<file path="config.mk">
export PLATFORM = sky130hd
export DESIGN_NAME = if_id_pipe_reg
export DESIGN_NICKNAME = d
export VERILOG_FILES = /design/src/rtl/if_id_pipe_reg.sv
export SDC_FILE = /design/constraint.sdc
export NUM_CORES = 1
export LEC_CHECK = 0
export CAP_MARGIN = 30
export CORE_MARGIN = 2
export CORE_UTILIZATION = 45
export DETAILED_ROUTE_END_ITERATION = 10
export GPL_TIMING_DRIVEN = 0
export PLACE_DENSITY = 0.8
export SLEW_MARGIN = 5
export SYNTH_ARGS = -nofsm -noshare
export SYNTH_HDL_FRONTEND = slang
export SYNTH_SLANG_ARGS = --single-unit
</file>
<file path="constraint.sdc">
create_clock -name clk -period 3.11 [get_ports clk]
set_input_delay 0.7775 -clock clk [delete_from_list [all_inputs] [get_ports clk]]
set_output_delay 0.7775 -clock clk [all_outputs]
set_load 0.1 [all_outputs]
</file>
<file path="src/rtl/if_id_pipe_reg.sv">
// IF/ID pipeline register for a 64-bit RISC-V core.
// Pairs the fetch PC with instruction memory read data, which returns one
// cycle after the address is presented. Stall, flush and reset are handled
// here, and a saturating count of inserted bubbles is kept.
module if_id_pipe_reg #(
    parameter logic [31:0] NOP_INSTR = 32'h0000_0013
) (
    input  logic        clk,
    input  logic        reset_n,
    input  logic        stall,
    input  logic        flush,
    input  logic [63:0] pc_in,
    input  logic [31:0] instr_in,
    output logic [63:0] pc_out,
    output logic [31:0] instr_out,
    output logic        valid_out,
    output logic [63:0] pc_plus4_out,
    output logic [15:0] bubble_count
);

    // PC of the fetch whose data arrives on instr_in this cycle
    logic [63:0] pc_d1;
    // Set when instr_in carries a fetch that has not been squashed
    logic        inflight_valid;

    // Values the ID-side registers load on a non-reset edge
    logic [63:0] pc_next;
    logic [31:0] instr_next;
    logic        valid_next;
    // This edge loads a bubble (valid_out=0) into the ID-side registers
    logic        bubble;

    // Select what the ID-side registers take on this edge; flush outranks stall.
    // NOTE: every output of this block gets a default first, so no path can
    // leave one unassigned and infer a latch.
    always_comb begin
        pc_next    = pc_out;
        instr_next = instr_out;
        valid_next = valid_out;
        if (flush) begin
            pc_next    = '0;
            instr_next = NOP_INSTR;
            valid_next = 1'b0;
        end else if (!stall) begin
            pc_next    = pc_d1;
            valid_next = inflight_valid;
            instr_next = inflight_valid ? instr_in : NOP_INSTR;
        end
    end

    // A bubble is loaded on a flush, or on an advancing edge with nothing in flight.
    assign bubble = flush | (~stall & ~inflight_valid);

    // Track the fetch in flight so its PC lines up with the memory data.
    // NOTE: sequential state uses non-blocking assignments so every register
    // samples the pre-edge values, independent of statement order.
    always_ff @(posedge clk) begin
        if (!reset_n) begin
            pc_d1          <= '0;
            inflight_valid <= 1'b0;
        end else begin
            if (!stall) begin
                pc_d1 <= pc_in;
            end
            if (flush) begin
                inflight_valid <= 1'b0;
            end else if (!stall) begin
                inflight_valid <= 1'b1;
            end
        end
    end

    // ID-side registers: reset, then flush / hold / advance as chosen above.
    always_ff @(posedge clk) begin
        if (!reset_n) begin
            pc_out    <= '0;
            instr_out <= NOP_INSTR;
            valid_out <= 1'b0;
        end else begin
            pc_out    <= pc_next;
            instr_out <= instr_next;
            valid_out <= valid_next;
        end
    end

    // Saturating bubble counter; stall-hold edges never count.
    always_ff @(posedge clk) begin
        if (!reset_n) begin
            bubble_count <= '0;
        end else if (bubble && (bubble_count != 16'hFFFF)) begin
            bubble_count <= bubble_count + 16'd1;
        end
    end

    // Link value for JAL/JALR, wraps modulo 2^64.
    assign pc_plus4_out = pc_out + 64'd4;

endmodule
</file>
==> flow_metrics.py <==
metrics = {
    "sta": {
        "fin_hold_ws_ps": 487,
        "grt_setup_unrepaired": "true",
        "worst_pin_slew_ps": 1060,
        "max_slew_margin_pct": 29.4,
        "drv_slew": 0,
        "setup_viol": 38,
        "hold_violations": 0,
        "finClkSkew_ps": 14.2,
        "max_freq_mhz": 279,
        "tns_ps": -7520,
        "timing.final.crit_share_pct": 115,
        "min_period_ps": 3580,
        "setup_slack_ps": -471,
    },
    "pwr": {
        "leakage_nw": 5.79,
        "p_total_w": 0.00533,
        "ir_worst_vdd_v": 0.000400,
        "power_density_nw_per_um2": 386,
    },
    "worst_setup_path": {
        "crit_buf_inv": 2,
        "cp.required_ps": 2330,
        "reg2reg_slack_ps": 1210,
        "arrival_ps": 2800,
        "crit_fanout": 3,
        "critPathLaunchType": "register",
        "cp-end-kind": "output pin",
        "cpPeakStageDelay_ps": 470,
        "r2r-start": "bubble_count[6]",
        "rr_worst_depth": 5,
        "crit_family": "simple AND/OR/NAND/NOR gates",
        "critPathKind": "reg2out",
        "critPathSlowestCell": "or4_4",
        "r2r_end": "bubble_count[11]",
        "worstPathCellList": "ha_4 > nand2_4 > or4_4 > buf_6 > nor4_4 > nand4_1 > xnor2_4 > buf_12",
    },
    "finish": {
        "fin_nets": 1284,
        "fin_util_pct": 83.1,
        "drive_gt1_share_pct": 27.9,
        "fillers": 950,
        "syn2layout_area_growth_pct": 79.2,
    },
    "synthesis": {
        "synth_area_leaders": "dfxtp_1, mux2i_1, nor2_1",
        "ys_top_cells_by_count": "nor2_1, dfxtp_1, mux2i_1",
        "yosysWarnings": 0,
        "synth_most_common_cell": "nor2_1",
        "seq_area_frac_synth_pct": 46.2,
        "synth_nets": 931,
        "ys_ff_latch": 178,
        "synth_top_area_share_pct": 46.2,
        "synth_edf_count": 0,
        "ys_async_sr_fraction_pct": 0,
        "ys_types": 46,
        "synthCells": 829,
        "yosysTopAreaCell": "dfxtp_1",
        "syn_area_sq_um": 7710,
        "synthFlopType": "dfxtp_1",
        "synth.avg_cell_area_sq_um": 9.30,
    },
    "floorplanning": {
        "fp-row-count": 47,
        "initial_core_util_pct": 46.3,
        "die_h_um": 135,
        "die-area_sq_um": 18200,
        "ios": 277,
        "die_w_um": 135,
        "coreArea_sq_um": 16600,
    },
    "clock_tree": {
        "cts_buffer_depth": 2,
        "clk_latency_ps": 440,
        "cts_tree": "yes",
        "cts.sinks": 178,
        "cts-root-buf": "clkbuf_16",
        "htreeDepth": 4,
        "cts_inserted_buffers": 17,
        "path_clk_slew_ps": 70,
        "ctsHoldBuffers": 0,
    },
    "route": {
        "dr.first_iter.drc_count": 346,
        "firstDrtPassIters": 5,
        "routed_wl_um": 28400,
        "wl_per_cell_um": 20.1,
        "vias": 7761,
        "vias_per_cell": 5.48,
        "drc": 0,
        "postRouteAntennaNets": 0,
    },
    "placed_design": {
        "place.gp.congestion": 0.870,
        "place_ws_ps": -1400,
        "numPortBuffers": 275,
        "dp_hpwl_um": 18200,
    },
    "global_routing": {
        "grt_pass1_wl_um": 42500,
        "grt_util_met3_pct": 5.59,
        "antenna_found_initial": 3,
        "grt_busiest_layer": "met2",
        "met2_usage_pct": 52.5,
        "grt-ovfl-total": 0,
        "grt_max_degree": 18,
        "grt.total_usage_pct": 30.3,
        "met1_usage_pct": 37.2,
        "grt_pass1_vias": 7594,
    },
    "run_status": {
        "violations": "negative setup slack",
        "outcome": "finished with violations",
    },
    "hold_path": {
        "hold_start": "instr_out[1]",
        "hold_depth": 2,
        "hold_class": "reg2reg",
        "holdPathEnd": "instr_out[1]",
    },
    "run": {
        "maxCapViolCount": 0,
    },
}
[registers in the layout, indices dropped and copies added (netlist names)]
name / flops
bubble_count: 16
inflight_valid: 1
instr_out: 32
pc_d1: 64
pc_out: 64
valid_out: 1
[worst register-to-register path, stage by stage, from the launching register on]
cell	delay, ps
dfxtp_1	490
nand3_1	190
nor4_1	650
nand4_1	230
xor2_1	170
nor2_1	50
[routing by layer]
metal	wire [um]	vias up
met2	14500	326
met5	16	-
met4	1060	2
met1	11100	3749
li1	-	3602
met3	1700	82
[report_power, final]
group	leakage (nW)	switching (W)	internal, W
Sequential	1.49	0.0000659	0.00232
Clock	0.283	0.00100	0.00115
Combinational	4.01	0.000484	0.000311
Total	5.79	0.00155	0.00378
[timing repair]
| action | 4_1_cts | 5_1_grt |
|---|---|---|
| setup endpoints to repair | 59 | 51 |
| resized for setup | 472 | 43 |
| setup buffers | 40 | 18 |
| pin swaps | 26 | 21 |
| cloned | 0 | 1 |
[cell families (layout without fill, tap and decap cells)]
family	after synthesis	after routing	synth area share [%]
buffers and inverters	57	423	2.89
adder cells (fa/ha/maj)	2	2	0.324
AO/OA/AOI/OAI	44	44	4.04
multiplexers	128	128	16.6
AND/OR/NAND/NOR	350	350	22.0
flip-flops	178	178	46.2
XOR/XNOR	70	70	7.95
other	0	2	0
[area by class of cell]
cell class	count	area, sq um	area share, %
Inverter	10	37.5	0.272
Tap cell	220	275	1.99
Clock buffer	20	479	3.47
Buffer	47	230	1.67
Timing Repair Buffer	334	3620	26.2
Clock inverter	12	108	0.778
Sequential cell	178	3740	27.1
Antenna cell	2	5.00	0.0362
Multi-Input combinational cell	594	5320	38.5
[metrics by stage]
stage	std cells	cell area [sq um]
after floorplan	829	8950
after global placement	1324	12000
after detailed placement	1324	12000
after CTS	1396	13600
after global routing	1416	13800
final	1417	13800
[worst max path at each step]
stage | from | endpoint | depth (start not counted)
6_report | pc_out[2] | pc_plus4_out[52] | 8
3_5_place_dp | pc_out[6] | pc_plus4_out[55] | 7
2_1_floorplan | pc_out[11] | pc_plus4_out[48] | 5
3_3_place_gp | pc_out[6] | pc_plus4_out[55] | 7
4_1_cts | pc_out[13] | pc_plus4_out[48] | 7
5_1_grt | pc_out[2] | pc_plus4_out[52] | 8
[cells in the final DEF, fill, tap and decap left out, types with 5 or more instances in the layout]
cell type / synthesis / layout
a22oi_1: 29 / 29
and3_1: 11 / 9
and4_1: 10 / 8
buf_1: 9 / 9
buf_12: 0 / 37
buf_4: 2 / 47
buf_6: 0 / 20
clkbuf_1: 35 / 32
clkbuf_16: 0 / 21
clkdlybuf4s15_2: 0 / 6
clkdlybuf4s50_1: 0 / 215
dfxtp_1: 178 / 121
dfxtp_2: 0 / 13
dfxtp_4: 0 / 44
inv_1: 9 / 9
inv_6: 0 / 6
mux2i_1: 128 / 128
nand2_1: 31 / 26
nand3_1: 29 / 20
nand3_4: 1 / 7
nand4_1: 25 / 25
nor2_1: 191 / 180
nor2_4: 0 / 8
nor3_1: 14 / 6
nor3_4: 0 / 8
nor4_4: 1 / 12
xnor2_2: 0 / 13
xnor2_4: 0 / 18
xor2_1: 35 / 8
xor2_2: 0 / 5
xor2_4: 0 / 22
No activity file was read; power rests on OpenSTA's default activity.
